$ cat src/rtl/golay24_dec_types.sv
// Shared types for the Golay(24) decoder metric path: default LLR/codeword
// typedefs and the metric width function.
package golay24_dec_types;

  localparam int cN_DEF     = 24;
  localparam int cLLR_W_DEF = 4;

  typedef logic signed [cLLR_W_DEF-1:0] llr_t;
  typedef logic        [cN_DEF-1:0]     dat_t;

  // One guard bit so the most negative LLR negates cleanly, plus growth of the sum
  function automatic int metric_w(input int n, input int llr_w);
    return llr_w + 1 + $clog2(n);
  endfunction

endpackage

$ cat src/rtl/golay24_dec_metric_tree.sv
// Registered binary adder tree: clog2(pN) levels, odd operands pass through
// a register so every leaf arrives at the root with the same latency.
module golay24_dec_metric_tree #(
  parameter int pN = 24,
  parameter int MW = 10
) (
  input  logic                   iclk,
  input  logic                   iclkena,
  input  logic [pN-1:0][MW-1:0]  iterm,
  output logic [MW-1:0]          osum
);

  localparam int D = $clog2(pN);

  function automatic int n_at(input int l);
    return (pN + (1 << l) - 1) >> l;
  endfunction

  logic [MW-1:0] node [1:D][pN];

  genvar l, j;
  generate
    for (l = 1; l <= D; l++) begin : g_lvl
      for (j = 0; j < n_at(l); j++) begin : g_node
        if (l == 1) begin : g_leaf
          if (2*j+1 < pN) begin : g_add
            always_ff @(posedge iclk) if (iclkena) node[l][j] <= iterm[2*j] + iterm[2*j+1];
          end else begin : g_pass
            always_ff @(posedge iclk) if (iclkena) node[l][j] <= iterm[2*j];
          end
        end else begin : g_inner
          if (2*j+1 < n_at(l-1)) begin : g_add
            always_ff @(posedge iclk) if (iclkena) node[l][j] <= node[l-1][2*j] + node[l-1][2*j+1];
          end else begin : g_pass
            always_ff @(posedge iclk) if (iclkena) node[l][j] <= node[l-1][2*j];
          end
        end
      end
    end
  endgenerate

  assign osum = node[D][0];

endmodule

$ cat src/rtl/golay24_dec_metric_select.sv
// Picks the max-correlation candidate of each framed list of Golay(24) decodes.
// Define GOLAY24_DEC_METRIC_SELECT_CAND_OUT_EN to also stream every candidate metric.
module golay24_dec_metric_select
  import golay24_dec_types::*;
#(
  parameter int pN     = 24,
  parameter int pLLR_W = 4,
  parameter int pIDX_W = 6
) (
  input  logic                            iclk,
  input  logic                            ireset,
  input  logic                            iclkena,
  input  logic                            isop,
  input  logic                            ival,
  input  logic                            ieop,
  input  logic [pN-1:0]                   idat,
  input  logic                            ifailed,
  input  logic [pN-1:0][pLLR_W-1:0]       iLLR,
  output logic                            oval,
  output logic [pN-1:0]                   odat,
  output logic signed [metric_w(pN, pLLR_W)-1:0] ometric,
  output logic [pIDX_W-1:0]               oidx,
  output logic                            ofailed
`ifdef GOLAY24_DEC_METRIC_SELECT_CAND_OUT_EN
  ,
  output logic                            ocand_val,
  output logic signed [metric_w(pN, pLLR_W)-1:0] ocand_metric,
  output logic [pIDX_W-1:0]               ocand_idx,
  output logic                            ocand_failed
`endif
);

  localparam int MW = metric_w(pN, pLLR_W);
  localparam int D  = $clog2(pN);

  typedef logic signed [MW-1:0] metric_t;

  // dat carries the hard decision instead of the codeword for failed candidates
  typedef struct packed {
    logic              sop;
    logic              eop;
    logic              failed;
    logic [pIDX_W-1:0] idx;
    logic [pN-1:0]     dat;
  } side_t;

  logic                  accept;
  logic                  frame_open;
  logic [pIDX_W-1:0]     idx_cnt, cur_idx;
  logic [pN-1:0]         hd;
  logic [pN-1:0][MW-1:0] term_d, term_q;
  side_t                 side_in;
  side_t                 sb [D+1];
  logic [D:0]            vld;
  logic [MW-1:0]         tree_sum;
  metric_t               cand_metric;
  side_t                 cand;
  logic                  cand_val;

  logic                  have_best, nhave;
  metric_t               best_m, nm;
  logic [pIDX_W-1:0]     best_idx, nidx;
  logic [pN-1:0]         best_dat, ndat;

  always_comb begin
    accept  = ival && (isop || frame_open);
    cur_idx = isop ? '0 : idx_cnt;
    hd      = '0;
    term_d  = '0;
    for (int i = 0; i < pN; i++) begin
      hd[i]     = !iLLR[i][pLLR_W-1] && (|iLLR[i]);
      term_d[i] = {{(MW-pLLR_W){iLLR[i][pLLR_W-1]}}, iLLR[i]};
      if (!idat[i]) term_d[i] = -term_d[i];
    end
    side_in        = '0;
    side_in.sop    = isop;
    side_in.eop    = ieop;
    side_in.failed = ifailed;
    side_in.idx    = cur_idx;
    side_in.dat    = ifailed ? hd : idat;
  end

  always_ff @(posedge iclk or negedge ireset) begin
    if (!ireset) begin
      frame_open <= 1'b0;
      idx_cnt    <= '0;
      vld        <= '0;
    end else if (iclkena) begin
      vld <= {vld[D-1:0], accept};
      if (accept) begin
        frame_open <= !ieop;
        idx_cnt    <= (cur_idx == '1) ? cur_idx : cur_idx + pIDX_W'(1);
      end
    end
  end

  always_ff @(posedge iclk) begin
    if (iclkena) begin
      term_q <= term_d;
      sb[0]  <= side_in;
      for (int k = 1; k <= D; k++) sb[k] <= sb[k-1];
    end
  end

  golay24_dec_metric_tree #(
    .pN (pN),
    .MW (MW)
  ) u_tree (
    .iclk    (iclk),
    .iclkena (iclkena),
    .iterm   (term_q),
    .osum    (tree_sum)
  );

  assign cand_metric = tree_sum;
  assign cand        = sb[D];
  assign cand_val    = vld[D];

  // Strictly-greater replace keeps the lowest index on ties
  always_comb begin
    nhave = have_best;
    nm    = best_m;
    nidx  = best_idx;
    ndat  = best_dat;
    if (cand_val) begin
      if (cand.sop) begin
        nhave = 1'b0;
        if (cand.failed) ndat = cand.dat;
      end
      if (!cand.failed && (!nhave || cand_metric > nm)) begin
        nhave = 1'b1;
        nm    = cand_metric;
        nidx  = cand.idx;
        ndat  = cand.dat;
      end
    end
  end

  always_ff @(posedge iclk or negedge ireset) begin
    if (!ireset) begin
      have_best <= 1'b0;
      best_m    <= '0;
      best_idx  <= '0;
      best_dat  <= '0;
      oval      <= 1'b0;
      odat      <= '0;
      ometric   <= '0;
      oidx      <= '0;
      ofailed   <= 1'b0;
    end else if (iclkena) begin
      have_best <= nhave;
      best_m    <= nm;
      best_idx  <= nidx;
      best_dat  <= ndat;
      oval      <= cand_val && cand.eop;
      if (cand_val && cand.eop) begin
        ofailed <= !nhave;
        ometric <= nhave ? nm : '0;
        oidx    <= nhave ? nidx : '0;
        odat    <= ndat;
      end
    end
  end

`ifdef GOLAY24_DEC_METRIC_SELECT_CAND_OUT_EN
  assign ocand_val    = cand_val;
  assign ocand_metric = cand_metric;
  assign ocand_idx    = cand.idx;
  assign ocand_failed = cand.failed;
`endif

endmodule
$ cat config.mk
export PLATFORM = sky130hd
export DESIGN_NAME = golay24_dec_metric_select
export DESIGN_NICKNAME = d
export VERILOG_FILES = /design/src/rtl/golay24_dec_types.sv /design/src/rtl/golay24_dec_metric_tree.sv /design/src/rtl/golay24_dec_metric_select.sv
export SDC_FILE = /design/constraint.sdc
export NUM_CORES = 1
export LEC_CHECK = 0
export ABC_AREA = 1
export BUFFER_PORTS_ARGS = -buffer_cell sky130_fd_sc_hd__buf_4
export CAP_MARGIN = 30
export CORE_ASPECT_RATIO = 1.4
export CORE_UTILIZATION = 50
export DETAILED_ROUTE_END_ITERATION = 8
export PLACE_DENSITY_LB_ADDON = 0.1
export SYNTH_ARGS = -nofsm -noshare
export SYNTH_HDL_FRONTEND = slang
export SYNTH_SLANG_ARGS = --single-unit
$ cat constraint.sdc
create_clock -name iclk -period 2.2 [get_ports iclk]
set_input_delay 0.44 -clock iclk [delete_from_list [all_inputs] [get_ports iclk]]
set_output_delay 0.44 -clock iclk [all_outputs]
set_load 0.01 [all_outputs]
==> results of run 1 <==
state kept, by name, summed over array words and instances, names as in the netlist:
signal / count
best_m: 10
best_idx: 6
frame_open: 1
oval: 1
have_best: 1
term_q: 192
u_tree.node: 240
oidx: 6
best_dat: 24
vld: 6
ofailed: 1
sb: 198
idx_cnt: 6
ometric: 10
odat: 24
critical path, cell delays in order, from the launching register on:
cell	delay, ns
sky130_fd_sc_hd__edfxtp_1	0.35
sky130_fd_sc_hd__ha_1	0.20
sky130_fd_sc_hd__inv_1	0.08
sky130_fd_sc_hd__fa_1	0.41
sky130_fd_sc_hd__o21ai_0	0.39
sky130_fd_sc_hd__nand4_1	0.15
sky130_fd_sc_hd__o211ai_1	0.14
sky130_fd_sc_hd__xor2_1	0.11
kinds of logic after synthesis:
group                    Yosys count  share of synthesized area (%)
XOR/XNOR                         209                          5.103
buffers and inverters            477                          5.156
AO/OA/AOI/OAI                    454                          7.116
adder cells (fa/ha/maj)          301                          10.98
flip-flops                       726                          59.44
AND/OR/NAND/NOR                 1012                          12.21
worst paths after layout:
| check | to | cells past startpoint | slack [ns] |
|---|---|---|---|
| max | u_tree.node[0][308] | 7 | 0.10 |
| min | term_q[130] | 1 | 0.04 |
| max reg2reg | u_tree.node[0][308] | 7 | 0.10 |
| min reg2reg | sb[3][8] | 0 | 0.40 |
| max in group asynchronous | ometric[7] | 3 | 1.25 |
| min in group asynchronous | odat[15] | 2 | 0.35 |
metal layers:
metal / GRT usage [%] / vias up / part of all wire (%)
met5: 0 / - / 0
met1: 22.94 / 10970 / 43
met3: 2.602 / 111 / 3.5
met4: 6.443 / 0 / 2.2
met2: 34.30 / 450 / 52
li1: - / 11530 / -
layout by cell type (no fill, tap or decap), types with 21 or more instances in the layout:
cell                            synthesis  layout
sky130_fd_sc_hd__edfxtp_1             630     630
sky130_fd_sc_hd__nand2_2               21      23
sky130_fd_sc_hd__nand3_1              224     223
sky130_fd_sc_hd__clkbuf_16              0      78
sky130_fd_sc_hd__o21ai_0              186     182
sky130_fd_sc_hd__xor2_1               148     148
sky130_fd_sc_hd__nand4_1               22      22
sky130_fd_sc_hd__inv_1                426     421
sky130_fd_sc_hd__xnor2_1               61      61
sky130_fd_sc_hd__buf_4                  4     205
sky130_fd_sc_hd__nand2_1              594     592
sky130_fd_sc_hd__nor2_1               111     110
sky130_fd_sc_hd__dlygate4sd3_1          0      24
sky130_fd_sc_hd__clkbuf_1              36      21
sky130_fd_sc_hd__ha_1                 278     277
sky130_fd_sc_hd__fa_1                  23      23
sky130_fd_sc_hd__a21oi_1              160     159
sky130_fd_sc_hd__dfrtp_1               96      96
final cells by class:
| class | count | area, um^2 | area share, % |
|---|---|---|---|
| multi-input cells | 1976 | 12770 | 30.89 |
| well taps | 936 | 1171 | 2.834 |
| flip-flops and latches | 726 | 21320 | 51.59 |
| inverters | 427 | 1603 | 3.878 |
| clock inverters | 31 | 286.5 | 0.6933 |
| clock buffers | 101 | 2047 | 4.953 |
| repair buffers | 247 | 2135 | 5.165 |
repair_timing:
item | 4_1_cts | 5_1_grt
setup endpoints to repair | 0 | 84
endpoints found under the hold margin | 57 | 0
gates resized for setup | 0 | 19
buffers inserted | 0 | 1
hold buffers | 24 | 0
per-stage QoR:
step / cells / worst slack [ns]
after detailed placement: 4286 / 0.02587
after CTS: 4442 / 0.01807
final: 4444 / 0.1028
after global placement: 4286 / 0.1509
after floorplan: 3179 / 0.3369
after global routing: 4444 / -0.01599
power by group:
part           internal (mW)  switching [mW]  total [mW]  leakage, nW
Clock                   7.01            5.12        12.1         1.12
Sequential              18.8            1.34        20.2         7.39
Combinational           5.49            7.66        13.1         9.44
==> results.rst, run 1 <==
.. list-table::
   :header-rows: 1

   * - Metric
     - Value
   * - Result of the run
     - finished clean
   * - Total number of yosys warnings
     - 0
   * - Layout-stage area growth over the synthesis result
     - 15.22%
   * - H-Tree Depth
     - 3
   * - Number of iterations in the first detailed-routing pass
     - 5
   * - Maximum clock path buffer count
     - 3
   * - Leakage component of the power
     - 17.95 nW
   * - Startpoint of the most critical register-to-register path
     - u_tree.node[0][120]
   * - Clock slew seen by the registers of the worst setup and hold paths
     - 0.06 ns
   * - Cell with the most instances after synthesis
     - sky130_fd_sc_hd__edfxtp_1
   * - Share of flip-flops with an asynchronous set or reset
     - 13.22%
   * - Unrepaired setup endpoints after global routing
     - true
   * - Count of nets after finishing
     - 3,879
   * - Final TNS setup
     - 0 ns
   * - Top-area cell type share of the netlist area
     - 52.74%
   * - Final Power
     - 45.43 mW
   * - Remaining max-slew budget at the tightest pin
     - 60.29%
   * - Setup-violating endpoint count in the final report
     - 0
   * - Hold path start
     - iLLR[52]
   * - Fill count
     - 5,822
   * - Slew @ Worst Pin
     - 0.5956 ns
   * - Number of ports placed on the die boundary
     - 169
   * - Count of port buffers added during placement
     - 168
   * - Commonest register cell after synthesis
     - sky130_fd_sc_hd__edfxtp_1
   * - Number of instances in the synthesized netlist
     - 3,179
   * - Hold Vio Cnt, Final
     - 0
   * - DP Wirelength
     - 49,920 um
   * - Pwr/cell area
     - 1099 mW/mm^2
   * - Initial core utilization
     - 50.77%
   * - Final min period
     - 2.097 ns
   * - Class of the most critical hold timing path
     - input port to flop
   * - Number of clock buffers inserted by TritonCTS
     - 73
   * - Area of the core region
     - 0.07065 mm^2
   * - First element of the critical path
     - u_tree.node[0][120]
   * - Top cell types by occurrence after synthesis
     - sky130_fd_sc_hd__edfxtp_1, sky130_fd_sc_hd__nand2_1, sky130_fd_sc_hd__inv_1, sky130_fd_sc_hd__ha_1, sky130_fd_sc_hd__nand3_1
   * - Post-Syn Area
     - 0.03587 mm^2
   * - Period utilization
     - 95.33%
   * - ANT nets after route
     - 0
   * - Y dimension of the die
     - 318.9 um
   * - Global route total overflow
     - 0
   * - Arrival time at the worst endpoint
     - 2.44 ns
   * - Routed len/inst
     - 15.36 um
   * - Total number of vias
     - 23,060
   * - Layout cells sized above 1
     - 11.06%
   * - TritonCTS clock tree
     - yes
   * - Final-report max-slew violation count
     - 0
   * - Wire length of the first global-routing pass
     - 112,200 um
   * - Rows
     - 115
   * - Diode insertion count for antenna repair
     - 0
   * - Initial antenna violation count
     - 0
   * - Clock latency at the later pin of the worst-skew pair
     - 0.62 ns
   * - DRC viols
     - 0
   * - Root buffer cell
     - sky130_fd_sc_hd__clkbuf_16
   * - Crit path launch type
     - flop
   * - Number of enable flip-flop cells after synthesis
     - 630
   * - Flip-flop and latch count after synthesis
     - 726
   * - CTS sink cnt
     - 726
   * - Upper clock frequency limit
     - 0.4768 GHz
   * - Data required time at the worst endpoint
     - 2.54 ns
   * - Maxcap violations
     - 0
   * - Unique cell type count in the Yosys netlist
     - 43
   * - Placer Congestion
     - 0.8711
   * - Vias per cell
     - 5.188
   * - Fin util
     - 58.50%
   * - Avg Inst Size Synth
     - 11.28 um^2
   * - Kind of critical path
     - flop to flop
   * - Endpoint class of the critical path
     - flop
   * - Final Hold Slack
     - 0.03622 ns
   * - Drt first-iter violations
     - 1,411
   * - Worst voltage drop across the vdd grid
     - 0.5894 mV
   * - Post-synth top area cell
     - sky130_fd_sc_hd__edfxtp_1
   * - Post-layout instance area
     - 0.04133 mm^2
   * - Die Wd
     - 228.4 um
   * - Top cells by area, synth
     - sky130_fd_sc_hd__edfxtp_1, sky130_fd_sc_hd__ha_1, sky130_fd_sc_hd__dfrtp_1
   * - Clock Skew
     - 0.01679 ns
   * - Number of global-route vias before repair
     - 23,350
   * - Maximum number of pins on one net before global-route repair
     - 75
   * - Die ar.
     - 0.07283 mm^2
   * - Sum of routed wire length over all layers
     - 68,280 um
   * - Sequential share of the synthesized area
     - 59.44%
   * - Maximum net fanout on the critical path
     - 3
   * - Total global routing track utilization
     - 18.91%
   * - Synthesized Nets
     - 3,607
   * - Post-placement cell area
     - 0.03866 mm^2
Note: power is estimated with default switching activity, not from simulation.
==> run 2, diff against run 1 <==
Settings changed: CORE_UTILIZATION 50 to 40, PLACE_DENSITY_LB_ADDON 0.1 to unset.
==> run 2 against run 1 <==
Count of clock-buffer cells in the layout is 5 lower. Sequential power hardly changed. Non-clock buffer count is 1 higher. Maximum frequency is 2.1% higher. First-iteration DRC count is 6.4% lower. Core utilization is 11 points lower. Clock power is 5% higher. Sequential share of layout area is 0.47 points lower. Total power is 1.0% higher. Worst setup slack better by 0.042 ns. Critical path depth is 1 lower. Critical endpoint is now u_tree.node[0][347].
==> results.rst, run 2 (same netlist as run 1, synthesis figures left out) <==
.. list-table::
   :header-rows: 1

   * - Metric
     - Value
   * - Worst voltage drop across the vdd grid
     - 0.5945 mV
   * - Rows
     - 129
   * - Largest register by flop count
     - u_tree.node
   * - Class of the most critical hold timing path
     - input port to flop
   * - Clock Skew
     - 0.02606 ns
   * - Leakage component of the power
     - 17.99 nW
   * - Count of nets after finishing
     - 3,882
   * - Die Wd
     - 255.1 um
   * - Endpoint class of the critical path
     - flop
   * - Most frequent cells in the layout
     - sky130_fd_sc_hd__edfxtp_1, sky130_fd_sc_hd__nand2_1, sky130_fd_sc_hd__inv_1
   * - Finished Layout Cells
     - 4,693
   * - Area of the core region
     - 0.08861 mm^2
   * - Slew @ Worst Pin
     - 0.8469 ns
   * - Fin util
     - 47.07%
   * - Depth of the worst register-to-register path
     - 6
   * - End of the worst register-to-register path
     - u_tree.node[0][347]
   * - CTS sink cnt
     - 726
   * - Number of ports placed on the die boundary
     - 169
   * - Vias per cell
     - 4.784
   * - Number of iterations in the first detailed-routing pass
     - 6
   * - Setup-violating endpoint count in the final report
     - 0
   * - Number of global-route vias before repair
     - 22,270
   * - Diode insertion count for antenna repair
     - 0
   * - Crit path capture
     - u_tree.node[0][347]
   * - Clock slew seen by the registers of the worst setup and hold paths
     - 0.06 ns
   * - Drt first-iter violations
     - 1,320
   * - H-Tree Depth
     - 3
   * - DRC viols
     - 0
   * - ANT nets after route
     - 0
   * - Count of port buffers added during placement
     - 168
   * - Startpoint of the most critical register-to-register path
     - u_tree.node[0][202]
   * - Placer Congestion
     - 0.8436
   * - Maximum clock path buffer count
     - 3
   * - Remaining max-slew budget at the tightest pin
     - 43.54%
   * - Flip-flop count of the largest register, all copies and words added
     - 240
   * - Hold Vio Cnt, Final
     - 0
   * - Maximum number of pins on one net before global-route repair
     - 142
   * - R2R Setup Slk
     - 0.15 ns
   * - Crit path launch type
     - flop
   * - Y dimension of the die
     - 356.3 um
   * - Initial core utilization
     - 40.48%
   * - Upper clock frequency limit
     - 0.4867 GHz
   * - Layout cells sized above 1
     - 10.93%
   * - Kind of critical path
     - flop to flop
   * - Root buffer cell
     - sky130_fd_sc_hd__clkbuf_16
   * - # placed instances
     - 4,527
   * - Die ar.
     - 0.09089 mm^2
   * - Period utilization
     - 93.40%
   * - Layout-stage area growth over the synthesis result
     - 16.27%
   * - Maxcap violations
     - 0
   * - Arrival time at the worst endpoint
     - 2.40 ns
   * - Sum of routed wire length over all layers
     - 67,220 um
   * - TritonCTS clock tree
     - yes
   * - Final-report max-slew violation count
     - 0
   * - Final Power
     - 45.88 mW
   * - Pwr/cell area
     - 1100 mW/mm^2
   * - Total number of vias
     - 22,450
   * - Clock latency at the later pin of the worst-skew pair
     - 0.63 ns
   * - Maximum net fanout on the critical path
     - 4
   * - Data required time at the worst endpoint
     - 2.55 ns
   * - Routed len/inst
     - 14.32 um
   * - Result of the run
     - finished clean
   * - Most frequent standard cell in the layout excluding fill and tap cells
     - sky130_fd_sc_hd__edfxtp_1
   * - Final min period
     - 2.055 ns
   * - Wire length of the first global-routing pass
     - 109,100 um
   * - Number of clock buffers inserted by TritonCTS
     - 75
   * - Global route total overflow
     - 0
   * - Largest registers
     - u_tree.node: 240 flops, sb: 198 flops, term_q: 192 flops
   * - DP Wirelength
     - 48,880 um
   * - Initial antenna violation count
     - 0
   * - Total global routing track utilization
     - 15.01%
   * - First element of the critical path
     - u_tree.node[0][202]
-- run 2: changes by cell type in the layout (fill, tap and decap cells not counted), moves of 4 or more --
cell,delta
sky130_fd_sc_hd__clkinv_1,+10
sky130_fd_sc_hd__o21ai_1,-4
sky130_fd_sc_hd__clkbuf_1,-4
sky130_fd_sc_hd__bufinv_16,+4
sky130_fd_sc_hd__o21ai_0,+4
-- run 2: how the worst min path moves through the flow --
stage / cells after the start / start / end
3_3_place_gp: 0 / sb[4][6] / sb[5][6]
3_5_place_dp: 0 / sb[0][10] / sb[1][10]
6_report: 2 / iLLR[34] / term_q[82]
4_1_cts: 2 / iLLR[34] / term_q[82]
5_1_grt: 2 / iLLR[34] / term_q[82]
2_1_floorplan: 0 / ireset / best_dat[0]
-- run 2: worst max-delay path, cell delays in order (launching register included) --
cell and delay, ns:
sky130_fd_sc_hd__edfxtp_1 0.38, sky130_fd_sc_hd__ha_1 0.37, sky130_fd_sc_hd__a21oi_1 0.19, sky130_fd_sc_hd__nor2_1 0.08
sky130_fd_sc_hd__nor4_1 0.40, sky130_fd_sc_hd__o21ai_0 0.19, sky130_fd_sc_hd__xor2_1 0.19
-- run 2: metrics by stage --
| stage | hold slack (ns) | area [um^2] | TNS [ns] | setup WS [ns] |
|---|---|---|---|---|
| after CTS | 0.07625 | 41640 | 0 | 0.04351 |
| after detailed placement | 0.4045 | 38920 | 0 | 0.07246 |
| after floorplan | 0.1444 | 35870 | 0 | 0.3369 |
| after global placement | 0.4011 | 38920 | 0 | 0.1402 |
| final | 0.1298 | 41710 | 0 | 0.1453 |
| after global routing | 0.1029 | 41710 | -0.004124 | -0.001608 |
-- run 2: where the power goes --
part | total, mW | switching, mW | internal, mW
sequential | 20.1 | 1.29 | 18.8
combinational | 13.1 | 7.56 | 5.52
clock | 12.7 | 5.25 | 7.45
total | 45.9 | 14.1 | 31.8
-- run 2: timing repair --
action | in CTS | in global routing
endpoints found under the hold margin | 55 | 0
endpoints found under the setup margin | 0 | 75
resized for setup | 0 | 9
hold buffers | 26 | 0
setup buffers | 0 | 2
-- run 2: cell type report --
class / instances / area, um^2
clock inverter: 41 / 439.2
multi-input combinational: 1976 / 12730
tap: 1179 / 1475
fill: 8085 / 46910
clock buffer: 96 / 2018
timing repair buffer: 248 / 2118
sequential: 726 / 21320
inverter: 427 / 1603
-- run 2: metal layers --
metal / GRT usage [%] / share of wire (%) / vias to the layer above
met5: 0 / 0 / -
met4: 5.150 / 2.3 / 0
met3: 2.218 / 3.3 / 89
met2: 26.54 / 50 / 315
met1: 18.56 / 44 / 10520
li1: - / - / 11530
